**src/rtl/byte_op_if.sv**
```systemverilog
// Handshake and datapath bundle between byte_op_ctrl, its requester, the register file
// and the byte-manipulation unit.
interface byte_op_if #(
    parameter int RA_W = 3
);
    logic            req_valid;
    logic            req_ready;
    logic [2:0]      req_op;
    logic [RA_W-1:0] req_dst;
    logic [7:0]      req_byte;
    logic [RA_W-1:0] rf_rd_addr;
    logic [15:0]     rf_rd_data;
    logic [2:0]      bm_op;
    logic [7:0]      bm_byte;
    logic [15:0]     bm_dst_in;
    logic            bm_E;
    logic [15:0]     bm_dst_out;
    logic            rf_wr_en;
    logic [RA_W-1:0] rf_wr_addr;
    logic [15:0]     rf_wr_data;
    logic            done;
    logic            err;

    modport master (
        input  req_valid, req_op, req_dst, req_byte, rf_rd_data, bm_dst_out,
        output req_ready, rf_rd_addr, bm_op, bm_byte, bm_dst_in, bm_E,
               rf_wr_en, rf_wr_addr, rf_wr_data, done, err
    );

    modport slave (
        output req_valid, req_op, req_dst, req_byte, rf_rd_data, bm_dst_out,
        input  req_ready, rf_rd_addr, bm_op, bm_byte, bm_dst_in, bm_E,
               rf_wr_en, rf_wr_addr, rf_wr_data, done, err
    );
endinterface

```
**src/rtl/byte_op_ctrl.sv**
```systemverilog
// Sequencer for byte ops: read dst, strobe the byte-manipulation unit, write the result back.
// Optional BYTE_OP_CTRL_FWD_EN: reuse the last written value and skip the register read.
module byte_op_ctrl #(
    parameter int BM_LAT = 1,
    parameter int RA_W   = 3
) (
    input  logic        clk,
    input  logic        rst_n,
    byte_op_if.master   bus
);
    typedef enum logic [2:0] {IDLE, READ, EXEC, WAIT, WRITE} state_t;

    localparam logic [2:0] CNT_INIT = 3'(BM_LAT - 1);

    state_t          state;
    logic [2:0]      cnt;
    logic [2:0]      op_q;
    logic [RA_W-1:0] dst_q;
    logic [7:0]      byte_q;
    logic            req_ready_q;
    logic [RA_W-1:0] rd_addr_q;
    logic [2:0]      bm_op_q;
    logic [7:0]      bm_byte_q;
    logic [15:0]     bm_dst_in_q;
    logic            bm_e_q;
    logic            wr_en_q;
    logic [RA_W-1:0] wr_addr_q;
    logic [15:0]     wr_data_q;
    logic            done_q;
    logic            err_q;
`ifdef BYTE_OP_CTRL_FWD_EN
    logic            lw_valid;
    logic [RA_W-1:0] lw_addr;
    logic [15:0]     lw_data;
`endif

    always_ff @(posedge clk) begin
        if (!rst_n) begin
            state       <= IDLE;
            cnt         <= '0;
            op_q        <= '0;
            dst_q       <= '0;
            byte_q      <= '0;
            req_ready_q <= 1'b1;
            rd_addr_q   <= '0;
            bm_op_q     <= '0;
            bm_byte_q   <= '0;
            bm_dst_in_q <= '0;
            bm_e_q      <= 1'b0;
            wr_en_q     <= 1'b0;
            wr_addr_q   <= '0;
            wr_data_q   <= '0;
            done_q      <= 1'b0;
            err_q       <= 1'b0;
`ifdef BYTE_OP_CTRL_FWD_EN
            lw_valid    <= 1'b0;
            lw_addr     <= '0;
            lw_data     <= '0;
`endif
        end else begin
            bm_e_q  <= 1'b0;
            wr_en_q <= 1'b0;
            done_q  <= 1'b0;
            err_q   <= 1'b0;
            case (state)
                IDLE: begin
                    if (bus.req_valid && req_ready_q) begin
                        op_q   <= bus.req_op;
                        dst_q  <= bus.req_dst;
                        byte_q <= bus.req_byte;
                        if (bus.req_op > 3'd4) begin
                            err_q <= 1'b1;
                        end else begin
                            req_ready_q <= 1'b0;
`ifdef BYTE_OP_CTRL_FWD_EN
                            // dst was just written: its value is already held here
                            if (lw_valid && lw_addr == bus.req_dst) begin
                                bm_op_q     <= bus.req_op;
                                bm_byte_q   <= bus.req_byte;
                                bm_dst_in_q <= lw_data;
                                bm_e_q      <= 1'b1;
                                state       <= EXEC;
                            end else
`endif
                            begin
                                rd_addr_q <= bus.req_dst;
                                state     <= READ;
                            end
                        end
                    end
                end
                READ: begin
                    bm_op_q     <= op_q;
                    bm_byte_q   <= byte_q;
                    bm_dst_in_q <= bus.rf_rd_data;
                    bm_e_q      <= 1'b1;
                    state       <= EXEC;
                end
                EXEC: begin
                    cnt   <= CNT_INIT;
                    state <= WAIT;
                end
                WAIT: begin
                    if (cnt == 3'd0) begin
                        wr_en_q   <= 1'b1;
                        wr_addr_q <= dst_q;
                        wr_data_q <= bus.bm_dst_out;
                        done_q    <= 1'b1;
                        state     <= WRITE;
                    end else begin
                        cnt <= cnt - 3'd1;
                    end
                end
                WRITE: begin
                    req_ready_q <= 1'b1;
                    state       <= IDLE;
`ifdef BYTE_OP_CTRL_FWD_EN
                    lw_valid    <= 1'b1;
                    lw_addr     <= wr_addr_q;
                    lw_data     <= wr_data_q;
`endif
                end
                default: state <= IDLE;
            endcase
        end
    end

    assign bus.req_ready  = req_ready_q;
    assign bus.rf_rd_addr = rd_addr_q;
    assign bus.bm_op      = bm_op_q;
    assign bus.bm_byte    = bm_byte_q;
    assign bus.bm_dst_in  = bm_dst_in_q;
    assign bus.bm_E       = bm_e_q;
    assign bus.rf_wr_addr = wr_addr_q;
    assign bus.rf_wr_data = wr_data_q;
    assign bus.err        = err_q;
    // Reset arriving in the WRITE cycle must still suppress the register-file write.
    assign bus.rf_wr_en   = wr_en_q & rst_n;
    assign bus.done       = done_q & rst_n;
endmodule

```
**src/flat_wrapper.sv**
```systemverilog
// flat-port wrapper written by rule: the top's interface ports become plain ports
module byte_op_ctrl_flat 
#(
    parameter int BM_LAT = 1,
    parameter int RA_W   = 3
)
  (clk, rst_n, bus_req_valid, bus_req_op, bus_req_dst, bus_req_byte, bus_rf_rd_data, bus_bm_dst_out, bus_req_ready, bus_rf_rd_addr, bus_bm_op, bus_bm_byte, bus_bm_dst_in, bus_bm_E, bus_rf_wr_en, bus_rf_wr_addr, bus_rf_wr_data, bus_done, bus_err);
  byte_op_if #(.RA_W(RA_W)) bus_i ();
  input  logic clk;
  input  logic rst_n;
  input wire logic [$bits(bus_i.req_valid)-1:0] bus_req_valid;
  input wire logic [$bits(bus_i.req_op)-1:0] bus_req_op;
  input wire logic [$bits(bus_i.req_dst)-1:0] bus_req_dst;
  input wire logic [$bits(bus_i.req_byte)-1:0] bus_req_byte;
  input wire logic [$bits(bus_i.rf_rd_data)-1:0] bus_rf_rd_data;
  input wire logic [$bits(bus_i.bm_dst_out)-1:0] bus_bm_dst_out;
  output wire logic [$bits(bus_i.req_ready)-1:0] bus_req_ready;
  output wire logic [$bits(bus_i.rf_rd_addr)-1:0] bus_rf_rd_addr;
  output wire logic [$bits(bus_i.bm_op)-1:0] bus_bm_op;
  output wire logic [$bits(bus_i.bm_byte)-1:0] bus_bm_byte;
  output wire logic [$bits(bus_i.bm_dst_in)-1:0] bus_bm_dst_in;
  output wire logic [$bits(bus_i.bm_E)-1:0] bus_bm_E;
  output wire logic [$bits(bus_i.rf_wr_en)-1:0] bus_rf_wr_en;
  output wire logic [$bits(bus_i.rf_wr_addr)-1:0] bus_rf_wr_addr;
  output wire logic [$bits(bus_i.rf_wr_data)-1:0] bus_rf_wr_data;
  output wire logic [$bits(bus_i.done)-1:0] bus_done;
  output wire logic [$bits(bus_i.err)-1:0] bus_err;
  assign bus_i.req_valid = bus_req_valid;
  assign bus_i.req_op = bus_req_op;
  assign bus_i.req_dst = bus_req_dst;
  assign bus_i.req_byte = bus_req_byte;
  assign bus_i.rf_rd_data = bus_rf_rd_data;
  assign bus_i.bm_dst_out = bus_bm_dst_out;
  assign bus_req_ready = bus_i.req_ready;
  assign bus_rf_rd_addr = bus_i.rf_rd_addr;
  assign bus_bm_op = bus_i.bm_op;
  assign bus_bm_byte = bus_i.bm_byte;
  assign bus_bm_dst_in = bus_i.bm_dst_in;
  assign bus_bm_E = bus_i.bm_E;
  assign bus_rf_wr_en = bus_i.rf_wr_en;
  assign bus_rf_wr_addr = bus_i.rf_wr_addr;
  assign bus_rf_wr_data = bus_i.rf_wr_data;
  assign bus_done = bus_i.done;
  assign bus_err = bus_i.err;
  byte_op_ctrl #(.BM_LAT(BM_LAT), .RA_W(RA_W)) u_core (.clk(clk), .rst_n(rst_n), .bus(bus_i));
endmodule
```
**config.mk**
```make
export PLATFORM = sky130hd
export DESIGN_NAME = byte_op_ctrl_flat
export DESIGN_NICKNAME = d
export VERILOG_FILES = /design/src/rtl/byte_op_if.sv /design/src/rtl/byte_op_ctrl.sv /design/src/flat_wrapper.sv
export SDC_FILE = /design/constraint.sdc
export NUM_CORES = 1
export LEC_CHECK = 0
export ABC_CLOCK_PERIOD_IN_PS = 1600
export CAP_MARGIN = 15
export CORE_ASPECT_RATIO = 0.9
export CORE_MARGIN = 2
export CORE_UTILIZATION = 44
export CTS_CLUSTER_SIZE = 30
export DETAILED_ROUTE_END_ITERATION = 8
export GPL_TIMING_DRIVEN = 0
export PLACE_DENSITY = 0.79
export SYNTH_ARGS = -nofsm -noshare
export SYNTH_HDL_FRONTEND = slang
export SYNTH_SLANG_ARGS = --single-unit
```
**constraint.sdc**
```tcl
create_clock -name clk -period 1.6 [get_ports clk]
set_input_delay 0.32 -clock clk [delete_from_list [all_inputs] [get_ports clk]]
set_output_delay 0.32 -clock clk [all_outputs]
set_load 0.05 [all_outputs]
```
== Word level (Yosys, flattened, before mapping) ==
Index checks and enable logic that the tools add are counted.

* Add/sub/neg operators: 1
* Bitwise gates (word level): 2
* Eq/ne operators: 8
* Mux-type cells: 12
* Reduce and logical (&&, ||, !) cells: 13
* Order comparisons: 1

{| class="wikitable"
|+ Operators by type and width
! cell !! number
|-
| $mux 3 || 4
|-
| $pmux 3 s4 || 1
|-
| $reduce_and 3->1 || 4
|-
| $reduce_and 2->1 || 4
|-
| $eq 3x2->1 const B || 2
|-
| $logic_not 3->1 || 2
|-
| $pmux 3 s2 || 1
|-
| $mux 1 || 5
|-
| $ne 2x1->1 const B || 2
|-
| $ne 2x2->1 const B || 2
|-
| $reduce_bool 2->1 || 2
|-
| $eq 3x1->1 const B || 1
|-
| $eq 3x3->1 const B || 1
|-
| $gt 3x3->1 const B || 1
|-
| $sub 3x1->3 const B || 1
|-
| $pmux 1 s2 || 1
|-
| $and 1x1->1 || 1
|-
| $logic_and 1x1->1 || 1
|-
| $not 1->1 || 1
|}

* Output and inout bits: 54
* Bits in registers: 73
* Input port bits: 49
* Word-level logic and storage cells: 52

== Longest topological paths before layout ==
Gate-level depths: netlist of the first run.

* Depth after elaboration: 4
* Gate-level depth with buffers: 7
* Depth with buffers taken out: 5

== Least setup slack after synthesis of the first run ==
No wires, ideal clock.

* Path kind: register -> register
* From: register u_core.req_ready_q (netlist: u_core.bus.req_ready)
* To: register u_core.rd_addr_q[0] (netlist: u_core.bus.rf_rd_addr[0])
* Required time: 1.528 ns
* Setup time: 0.072 ns
* Path buffers: 1
* Cell stages (with the launch flop): 5
* Clock period less this slack: 1.536 ns
* Arrival: 1.465 ns
* Setup slack: 0.064 ns
* Cell sequence: dfxtp_1 -> and4bb_4 -> and3_1 -> buf_4 -> mux2i_1

* Cells in the longest elaborated chain, start to end: 2

{| class="wikitable"
|+ RTL lines
! element !! RTL line !! RTL
|-
| from (decl) || byte_op_ctrl.sv:20 || <nowiki>logic req_ready_q;</nowiki>
|-
| from (signal assigned) || byte_op_ctrl.sv:44 || <nowiki>req_ready_q <= 1'b1;</nowiki>
|-
| from (signal assigned) || byte_op_ctrl.sv:74 || <nowiki>req_ready_q <= 1'b0;</nowiki>
|-
| from (signal assigned) || byte_op_ctrl.sv:115 || <nowiki>req_ready_q <= 1'b1;</nowiki>
|-
| $logic_and 1x1->1 || byte_op_ctrl.sv:67 || <nowiki>if (bus.req_valid && req_ready_q) begin</nowiki>
|-
| $reduce_and 3->1 (no line) || -- ||
|-
| to (signal assigned) || byte_op_ctrl.sv:86 || <nowiki>rd_addr_q <= bus.req_dst;</nowiki>
|-
| to (decl) || byte_op_ctrl.sv:21 || <nowiki>logic [RA_W-1:0] rd_addr_q;</nowiki>
|}

Every way passes these cells.
A chain may end at the register's enable or synchronous reset.

== Worst setup path after layout of the first run ==
* From: input bus_req_op[0]
* To: register u_core.rd_addr_q[2] (netlist: u_core.bus.rf_rd_addr[2])

* Cells in the longest elaborated chain, start to end: 3

{| class="wikitable"
|+ RTL lines
! element !! RTL line !! RTL
|-
| from (decl) || flat_wrapper.sv:12 || <nowiki>input wire logic [$bits(bus_i.req_op)-1:0] bus_req_op;</nowiki>
|-
| $gt 3x3->1 || byte_op_ctrl.sv:71 || <nowiki>if (bus.req_op > 3'd4) begin</nowiki>
|-
| $not 1->1 (no line) || -- ||
|-
| $reduce_and 3->1 (no line) || -- ||
|}

Every way passes these cells.

==> impl_summary.txt, run 1 <==
----------------------------------------------------
[Drt]
  Met2 WL ... about 3600 um
  Antenna violation net count after detailed routing ... 0
  Count of routing violations after the opening detailed-route iteration ... 97
  Highest routed layer ... met4
  Number of optimization iterations in the first detailed-route pass ... 4
  Total vias in the final route ... 2753
  Post-detailed-route DRC marker count ... 0
  Via density ... 5.11
  Wire length the detailed router placed on met1 ... 3210 um
  DR WL/cell ... between 10 and 15 um
  Detailed-route wire length ... about 7600 um
  Routed length on met3 ... roughly 690 um

[Yosys]
  Ys Warns ... 0
  Number of distinct library cells after synthesis ... 36
  Leading area contributor after synthesis ... sky130_fd_sc_hd__dfxtp_1
  Largest cells by area after synthesis ... sky130_fd_sc_hd__dfxtp_1 (51%), sky130_fd_sc_hd__a21oi_1 (11%), sky130_fd_sc_hd__nand2_1 (8.3%)
  Synth Flop Type ... sky130_fd_sc_hd__dfxtp_1
  Avg Inst Size Synth ... 8.46 sq um
  Share of flip-flops with an asynchronous set or reset ... 0%
  Synthesized Nets ... 388
  Synthesized netlist cell count ... around 340
  Sequential element share of the synthesized area ... around half
  Post-synth top area share ... roughly half
  Synthesized cell area ... around 0.0029 sq mm
  Total of flip-flops plus latches after synthesis ... 73
  Number of enable flip-flop cells after synthesis ... 0
  Library cell with the highest instance count after synthesis ... sky130_fd_sc_hd__dfxtp_1
  Most instantiated cells after synthesis ... sky130_fd_sc_hd__dfxtp_1 (73), sky130_fd_sc_hd__nand2_1 (63), sky130_fd_sc_hd__a21oi_1 (61), sky130_fd_sc_hd__nand3_1 (36), sky130_fd_sc_hd__o21ai_0 (35)

[Worst setup path]
  Arrival time reported for the critical path endpoint ... 1.82 ns
  Kind of launch point of the worst setup path ... primary input
  Crit-path max FO ... 4
  Endpoint type of the worst setup path ... flip-flop
  Crit Path Class ... in -> reg
  Required time reported for the critical path endpoint ... between 1.5 and 2 ns

[Floorplan]
  Die footprint ... 0.00714 sq mm
  Std cell rows ... 27
  Die boundary width ... a little under 90 um
  Initial core utilization ... a little under half
  Core outline area ... ~0.006 sq mm
  Ports ... roughly 100
  Die extent in y ... approximately 80 um

[Placement]
  RD Place Congestion ... between 0.7 and 0.8
  Port-buffer cells ... a little over 100
  Post-Place Worst Slack ... -0.306 ns
  Dpl hpwl ... 5430 um
  Placed standard-cell area ... between 0.003 and 0.004 sq mm

[Pwr]
  Internal power ... 3.26 mW
  Clock power share ... 39.3%
  Static Leakage ... ~1.7 nW
  Maximum vdd ir drop ... 689 uV
  Register share of total power ... a little over two fifths
  Post-layout power ... approximately 4.4 mW
  Power per Cell Area ... between 1000 and 1500 mW/mm^2
  Fraction of power spent switching nets ... 26.3%
  Logic gate share of total power ... between 10% and 20%
  Switching power summed over all nets ... about 1.2 mW

[Clock tree]
  Clock Root Buffer ... sky130_fd_sc_hd__clkbuf_8
  H-Tree Depth ... 3
  Clk buf depth ... 2
  TritonCTS clock tree ... built
  Register clock-pin slew on the reported worst setup and hold paths ... 0.07 ns
  Number of clock sinks ... 73
  Number of buffers inserted for hold repair after clock tree synthesis ... 0
  Num CTS Buffers ... 9
  Insertion delay of the later-clocked pin in the worst-skew pair ... ~0.35 ns

[Timing]
  Setup-violating endpoint count in the final report ... 0
  Worst-case clock skew ... about 0.010 ns
  Total Negative Setup Slacks ... 0 ns
  Fmax ... 645 MHz
  RSZ-0062 raised after global routing ... false
  Worst Tran Pin Value ... 0.600 ns
  Tcrit/Tclk final ... 97.0%
  Final hold violations ... 0
  Final Max Slew Viols ... 0
  Post-route setup slack ... 0.0486 ns
  Worst slew slack as a fraction of its limit ... 59.6%
  Final period demand of the worst path ... ~1.6 ns

[Final layout]
  Count of inserted antenna diode cells ... 0
  Area Overhead vs Synth ... 45.5%
  Final Net Count ... 499
  Fraction of final layout cells with drive strength greater than 1 ... a little under a tenth
  Final non-filler cell area ... between 0.004 and 0.005 sq mm

[Outcome]
  Status ... completed

[GRT]
  Global Route Usage Sum ... around 22%
  Via count of the first global-routing pass ... around 2600
  Antenna violations before repair ... 0
  First-pass GRT wire length ... around 12000 um
  Maximum number of pins on one net before global-route repair ... 13
  Global-route congestion overflow total ... 0

[Run]
  Max-Cap Viols ... 0

[Min path]
  Class of the tightest hold or removal check ... in -> reg

----------------------------------------------------
==> cells in the final DEF (no fill, tap or decap), types with 2 or more instances in the layout <==
| master | n |
|---|---|
| sky130_fd_sc_hd__dfxtp_1 | 73 |
| sky130_fd_sc_hd__nand2_1 | 63 |
| sky130_fd_sc_hd__a21oi_1 | 60 |
| sky130_fd_sc_hd__clkdlybuf4s50_1 | 47 |
| sky130_fd_sc_hd__dlygate4sd2_1 | 44 |
| sky130_fd_sc_hd__nand3_1 | 36 |
| sky130_fd_sc_hd__o21ai_0 | 35 |
| sky130_fd_sc_hd__clkbuf_1 | 12 |
| sky130_fd_sc_hd__clkbuf_8 | 10 |
| sky130_fd_sc_hd__buf_4 | 8 |
| sky130_fd_sc_hd__clkdlybuf4s15_1 | 5 |
| sky130_fd_sc_hd__inv_1 | 4 |
| sky130_fd_sc_hd__buf_2 | 4 |
| sky130_fd_sc_hd__clkbuf_2 | 4 |
| sky130_fd_sc_hd__buf_6 | 3 |
| sky130_fd_sc_hd__nor2b_1 | 3 |
| sky130_fd_sc_hd__mux2i_1 | 3 |
| sky130_fd_sc_hd__bufinv_16 | 3 |
| sky130_fd_sc_hd__nand2b_1 | 2 |
| sky130_fd_sc_hd__nand4b_1 | 2 |
| sky130_fd_sc_hd__a31oi_1 | 2 |
| sky130_fd_sc_hd__nor2_1 | 2 |
| sky130_fd_sc_hd__nor3_1 | 2 |
| sky130_fd_sc_hd__clkdlybuf4s15_2 | 2 |
==> cell families after synthesis <==
| family | count (synthesis) | synth area share (%) |
|---|---|---|
| AND/OR/NAND/NOR | 122 | 21.7 |
| AO/OA/AOI/OAI | 102 | 18.5 |
| flip-flops | 73 | 51.3 |
| buffers and inverters | 35 | 6.63 |
| multiplexers | 3 | 1.05 |
| adder cells (fa/ha/maj) | 2 | 0.877 |
==> sequential cells by signal, indices dropped and copies added (netlist names) <==
register and flops:
u_core.bus.rf_wr_data 16, u_core.bus.req_ready 1, u_core.op_q 3, u_core.dst_q 3, u_core.bus.bm_E 1, u_core.bus.err 1, u_core.cnt 3, u_core.bus.rf_wr_addr 3
u_core.wr_en_q 1, u_core.bus.bm_dst_in 16, u_core.byte_q 8, u_core.bus.bm_op 3, u_core.state 3, u_core.bus.rf_rd_addr 3, u_core.bus.bm_byte 8
==> layer usage <==
layer | global-route usage (%) | up-vias
met5 | 0 | -
met4 | 6.36 | 0
met3 | 9.87 | 4
met2 | 34.9 | 93
met1 | 25.7 | 1274
li1 | - | 1382
==> worst paths after layout <==
kind                                                     from  depth (start not counted)                               endpoint  slack (ns)
worst min register to register  u_core.byte_q[7]$_SDFFE_PN0P_                          2     u_core.bus.bm_byte[7]$_SDFFE_PN0P_        0.45
worst max-delay path                            bus_req_op[0]                          5  u_core.bus.rf_rd_addr[2]$_SDFFE_PN0P_        0.05
worst max register to register     u_core.cnt[0]$_SDFFE_PN0P_                          6  u_core.bus.rf_wr_data[7]$_SDFFE_PN0P_        0.13
worst min-delay path                                    rst_n                          3  u_core.bus.rf_rd_addr[1]$_SDFFE_PN0P_        0.32
==> critical path, stage by stage <==
cell and delay [ns]:
sky130_fd_sc_hd__clkdlybuf4s50_1 0.45, sky130_fd_sc_hd__o21ai_0 0.52, sky130_fd_sc_hd__and3_1 0.23, sky130_fd_sc_hd__buf_4 0.13, sky130_fd_sc_hd__mux2i_1 0.17
==> cell type report <==
| cell class | instances | area [sq um] |
|---|---|---|
| flip-flops and latches | 73 | 1460 |
| clock inverters | 5 | 104 |
| fillers | 555 | 2030 |
| inverters | 5 | 18.8 |
| well taps | 87 | 109 |
| clock buffers | 10 | 138 |
| multi-input cells | 229 | 1210 |
| plain buffers | 29 | 165 |
| repair buffers | 101 | 946 |
==> repair_timing <==
item | 4_1_cts | 5_1_grt
gates resized for setup | 59 | 15
pin swaps | 0 | 0
setup buffers | 0 | 0
endpoints found under the setup margin | 54 | 25
==> metrics by stage <==
| step | cells | hold WS (ns) | utilization [%] |
|---|---|---|---|
| final | 539 | 0.319 | 67.1 |
| after global routing | 539 | 0.320 | 67.1 |
| after CTS | 540 | 0.310 | 67.1 |
| after detailed placement | 525 | 0.444 | 64.2 |
| after global placement | 525 | 0.438 | 64.2 |
| after floorplan | 337 | 0.428 | - |
==> power by group through the flow <==
stage,sequential [mW],combinational (mW),clock (mW)
floorplan,2.14,0.308,0
global placement,1.98,0.765,0
detailed placement,1.99,0.774,0
CTS,1.94,0.746,1.77
global route,1.95,0.800,1.83
finish,1.94,0.741,1.73
Power figures use the tool's default switching activity.
==> run 2, diff against run 1 <==
--- a/config.mk
+++ b/config.mk
@@ -10,6 +10,7 @@
 export CORE_ASPECT_RATIO = 0.9
 export CORE_MARGIN = 2
 export CORE_UTILIZATION = 44
+export CTS_CLUSTER_DIAMETER = 40
 export CTS_CLUSTER_SIZE = 30
 export DETAILED_ROUTE_END_ITERATION = 8
 export GPL_TIMING_DRIVEN = 0
==> results of run 2 <==
Same layout as run 1: the final DEF is identical, and so are final timing and power.
==> run 3, diff against run 2 <==
--- a/config.mk
+++ b/config.mk
@@ -6,7 +6,7 @@
 export NUM_CORES = 1
 export LEC_CHECK = 0
 export ABC_CLOCK_PERIOD_IN_PS = 1600
-export CAP_MARGIN = 15
+export CAP_MARGIN = 30
 export CORE_ASPECT_RATIO = 0.9
 export CORE_MARGIN = 2
 export CORE_UTILIZATION = 44
@@ -15,6 +15,7 @@
 export DETAILED_ROUTE_END_ITERATION = 8
 export GPL_TIMING_DRIVEN = 0
 export PLACE_DENSITY = 0.79
+export RECOVER_POWER = 25
 export SYNTH_ARGS = -nofsm -noshare
 export SYNTH_HDL_FRONTEND = slang
 export SYNTH_SLANG_ARGS = --single-unit
==> run 3 against run 2 <==
  * Critical path depth did not move
  * Worst setup slack got worse by 0.0052 ns
  * Utilization fell by 0.10 points
  * Non-clock buffer count did not move
  * Combinational power fell by 0.7%
  * Die area did not move
  * Flip-flop and latch count did not move
  * Highest routed layer unchanged
==> impl_summary.txt, run 3 (same netlist as run 1, synthesis figures left out) <==
----------------------------------------------------
[Outcome]
  Status ... completed

[Timing]
  Post-route setup slack ... approximately 0.043 ns
  Hold_ws ... roughly 0.32 ns
  Setup-violating endpoint count in the final report ... 0
  Final hold violations ... 0
  Worst slew slack as a fraction of its limit ... between 50% and 60%
  RSZ-0062 raised after global routing ... false
  Fmax ... around 640 MHz
  Worst-case clock skew ... 0.0115 ns
  Final Max Slew Viols ... 0
  Worst Tran Pin Value ... between 0.6 and 0.7 ns
  Tcrit/Tclk final ... 97.3%
  Final period demand of the worst path ... about 1.6 ns

[Floorplan]
  Die footprint ... 0.00714 sq mm
  Die extent in y ... 80.4 um
  Std cell rows ... 27
  Initial core utilization ... 46.1%
  Core outline area ... approximately 0.006 sq mm
  Ports ... 103
  Die boundary width ... between 80 and 90 um

[Clock tree]
  H-Tree Depth ... 3
  Register clock-pin slew on the reported worst setup and hold paths ... ~0.070 ns
  Number of clock sinks ... 73
  Number of buffers inserted for hold repair after clock tree synthesis ... 0
  Post-CTS Setup Repair Bufs ... 0
  Num CTS Buffers ... 9
  Clk buf depth ... 2
  Clock Root Buffer ... sky130_fd_sc_hd__clkbuf_8
  Insertion delay of the later-clocked pin in the worst-skew pair ... 0.35 ns
  TritonCTS clock tree ... built

[Final layout]
  Fraction of final layout cells with drive strength greater than 1 ... 9.07%
  Total area of sequential cells ... roughly 0.0015 sq mm
  Final non-filler cell area ... ~0.0041 sq mm
  Filler cells ... 558
  Multi-input combinational cell area ... roughly 0.0012 sq mm
  Area Overhead vs Synth ... 45.3%
  Most frequent cells in the layout ... sky130_fd_sc_hd__dfxtp_1 (73), sky130_fd_sc_hd__nand2_1 (63), sky130_fd_sc_hd__a21oi_1 (60)
  Count of inserted antenna diode cells ... 0
  Final Net Count ... 499
  Most common cell after layout, fill and taps aside ... sky130_fd_sc_hd__dfxtp_1

[Drt]
  Count of routing violations after the opening detailed-route iteration ... 94
  DR WL/cell ... roughly 14 um
  Total vias in the final route ... 2759
  Detailed-route wire length ... 7560 um
  Antenna violation net count after detailed routing ... 0
  Number of optimization iterations in the first detailed-route pass ... 4
  Via density ... approximately 5.1
  Post-detailed-route DRC marker count ... 0

[Worst setup path]
  Required time reported for the critical path endpoint ... between 1.5 and 2 ns
  Crit path buffers/inverters ... 2
  Crit-path leading delay family ... buffers and inverters
  Crit-path max FO ... 4
  Arrival time reported for the critical path endpoint ... 1.83 ns
  Endpoint type of the worst setup path ... flip-flop
  Kind of launch point of the worst setup path ... primary input
  Stage delay of the slowest cell on the critical path ... roughly 0.52 ns
  Crit Path Class ... in -> reg
  Cells along the critical path ... clkdlybuf4s50_1, o21ai_0, and3_1, buf_4, mux2i_1
  Max stage delay cell, worst path ... sky130_fd_sc_hd__o21ai_0

[Min path]
  Class of the tightest hold or removal check ... in -> reg

[Pwr]
  Maximum vdd ir drop ... approximately 700 uV
  Static Leakage ... about 1.7 nW
  Post-layout power ... 4.42 mW
  Power per Cell Area ... roughly 1100 mW/mm^2

[GRT]
  Maximum number of pins on one net before global-route repair ... 13
  First-pass GRT wire length ... about 12000 um
  Global-route congestion overflow total ... 0
  Global Route Usage Sum ... roughly 22%
  Via count of the first global-routing pass ... between 2000 and 3000
  Antenna violations before repair ... 0

[Placement]
  Placed standard-cell area ... 0.00397 sq mm
  Dpl hpwl ... roughly 5400 um
  Port-buffer cells ... just over 100
  RD Place Congestion ... approximately 0.79
  Post-Place Worst Slack ... -0.306 ns

[Run]
  Max-Cap Viols ... 0

----------------------------------------------------
run 3: changes by cell type in the layout (fill, tap and decap cells not counted):
cell | previous run | this run
sky130_fd_sc_hd__and4bb_4 | 1 | 0
sky130_fd_sc_hd__and4bb_1 | 1 | 2
sky130_fd_sc_hd__clkdlybuf4s50_1 | 47 | 46
sky130_fd_sc_hd__clkbuf_2 | 4 | 5
sky130_fd_sc_hd__buf_4 | 8 | 7
sky130_fd_sc_hd__dlygate4sd3_1 | 0 | 1
run 3: timing repair:
item                       4_1_cts  5_1_grt
setup endpoints to repair       54       25
gates cloned                     0        0
gates resized for setup         59       15
run 3: layout make-up:
class                           instances  area share (%)
Tap cell                               87            2.63
Sequential cell                        73            35.3
Clock buffer                           10            3.32
Inverter                                5           0.453
Buffer                                 29            3.93
Clock inverter                          5            2.51
Multi-Input combinational cell        229            29.1
Timing Repair Buffer                  101            22.8
run 3: metal layers:
layer	track usage (%)	part of all wire (%)	up-vias	wire (um)
met3	9.87	9.2	6	695
li1	-	-	1383	-
met2	34.9	47	98	3580
met4	6.36	0.71	0	54
met5	0	0	-	0
met1	25.7	43	1272	3230
run 3: final timing paths:
check                                     start                               endpoint  slack [ns]  cells past startpoint
setup reg to reg     u_core.cnt[0]$_SDFFE_PN0P_  u_core.bus.rf_wr_data[7]$_SDFFE_PN0P_        0.13                      6
setup / recovery                  bus_req_op[0]  u_core.bus.rf_rd_addr[2]$_SDFFE_PN0P_        0.04                      5
hold reg to reg   u_core.byte_q[7]$_SDFFE_PN0P_     u_core.bus.bm_byte[7]$_SDFFE_PN0P_        0.45                      2
hold / removal                            rst_n  u_core.bus.rf_rd_addr[1]$_SDFFE_PN0P_        0.32                      3
run 3: worst register-to-register path, cell delays in order (launching register included):
cell	delay [ns]
sky130_fd_sc_hd__dfxtp_1	0.33
sky130_fd_sc_hd__inv_1	0.10
sky130_fd_sc_hd__ha_2	0.23
sky130_fd_sc_hd__nand4bb_1	0.17
sky130_fd_sc_hd__clkbuf_2	0.21
sky130_fd_sc_hd__o21ai_0	0.20
sky130_fd_sc_hd__a21oi_1	0.10
run 3: through the flow:
| stage | utilization, % | cells | setup TNS (ns) |
|---|---|---|---|
| 4_1_cts | 67.1 | 540 | 0 |
| 3_5_place_dp | 64.2 | 525 | -2.54 |
| 6_report | 67.0 | 539 | 0 |
| 3_3_place_gp | 64.2 | 525 | -2.02 |
| 2_1_floorplan | - | 337 | 0 |
| 5_1_grt | 67.0 | 539 | 0 |
run 3: report_power, final:
part / switching [mW] / internal (mW) / leakage, nW
sequential: 0.0432 / 1.90 / 0.592
clock: 0.675 / 1.07 / 0.122
combinational: 0.453 / 0.283 / 0.946
total: 1.17 / 3.25 / 1.66
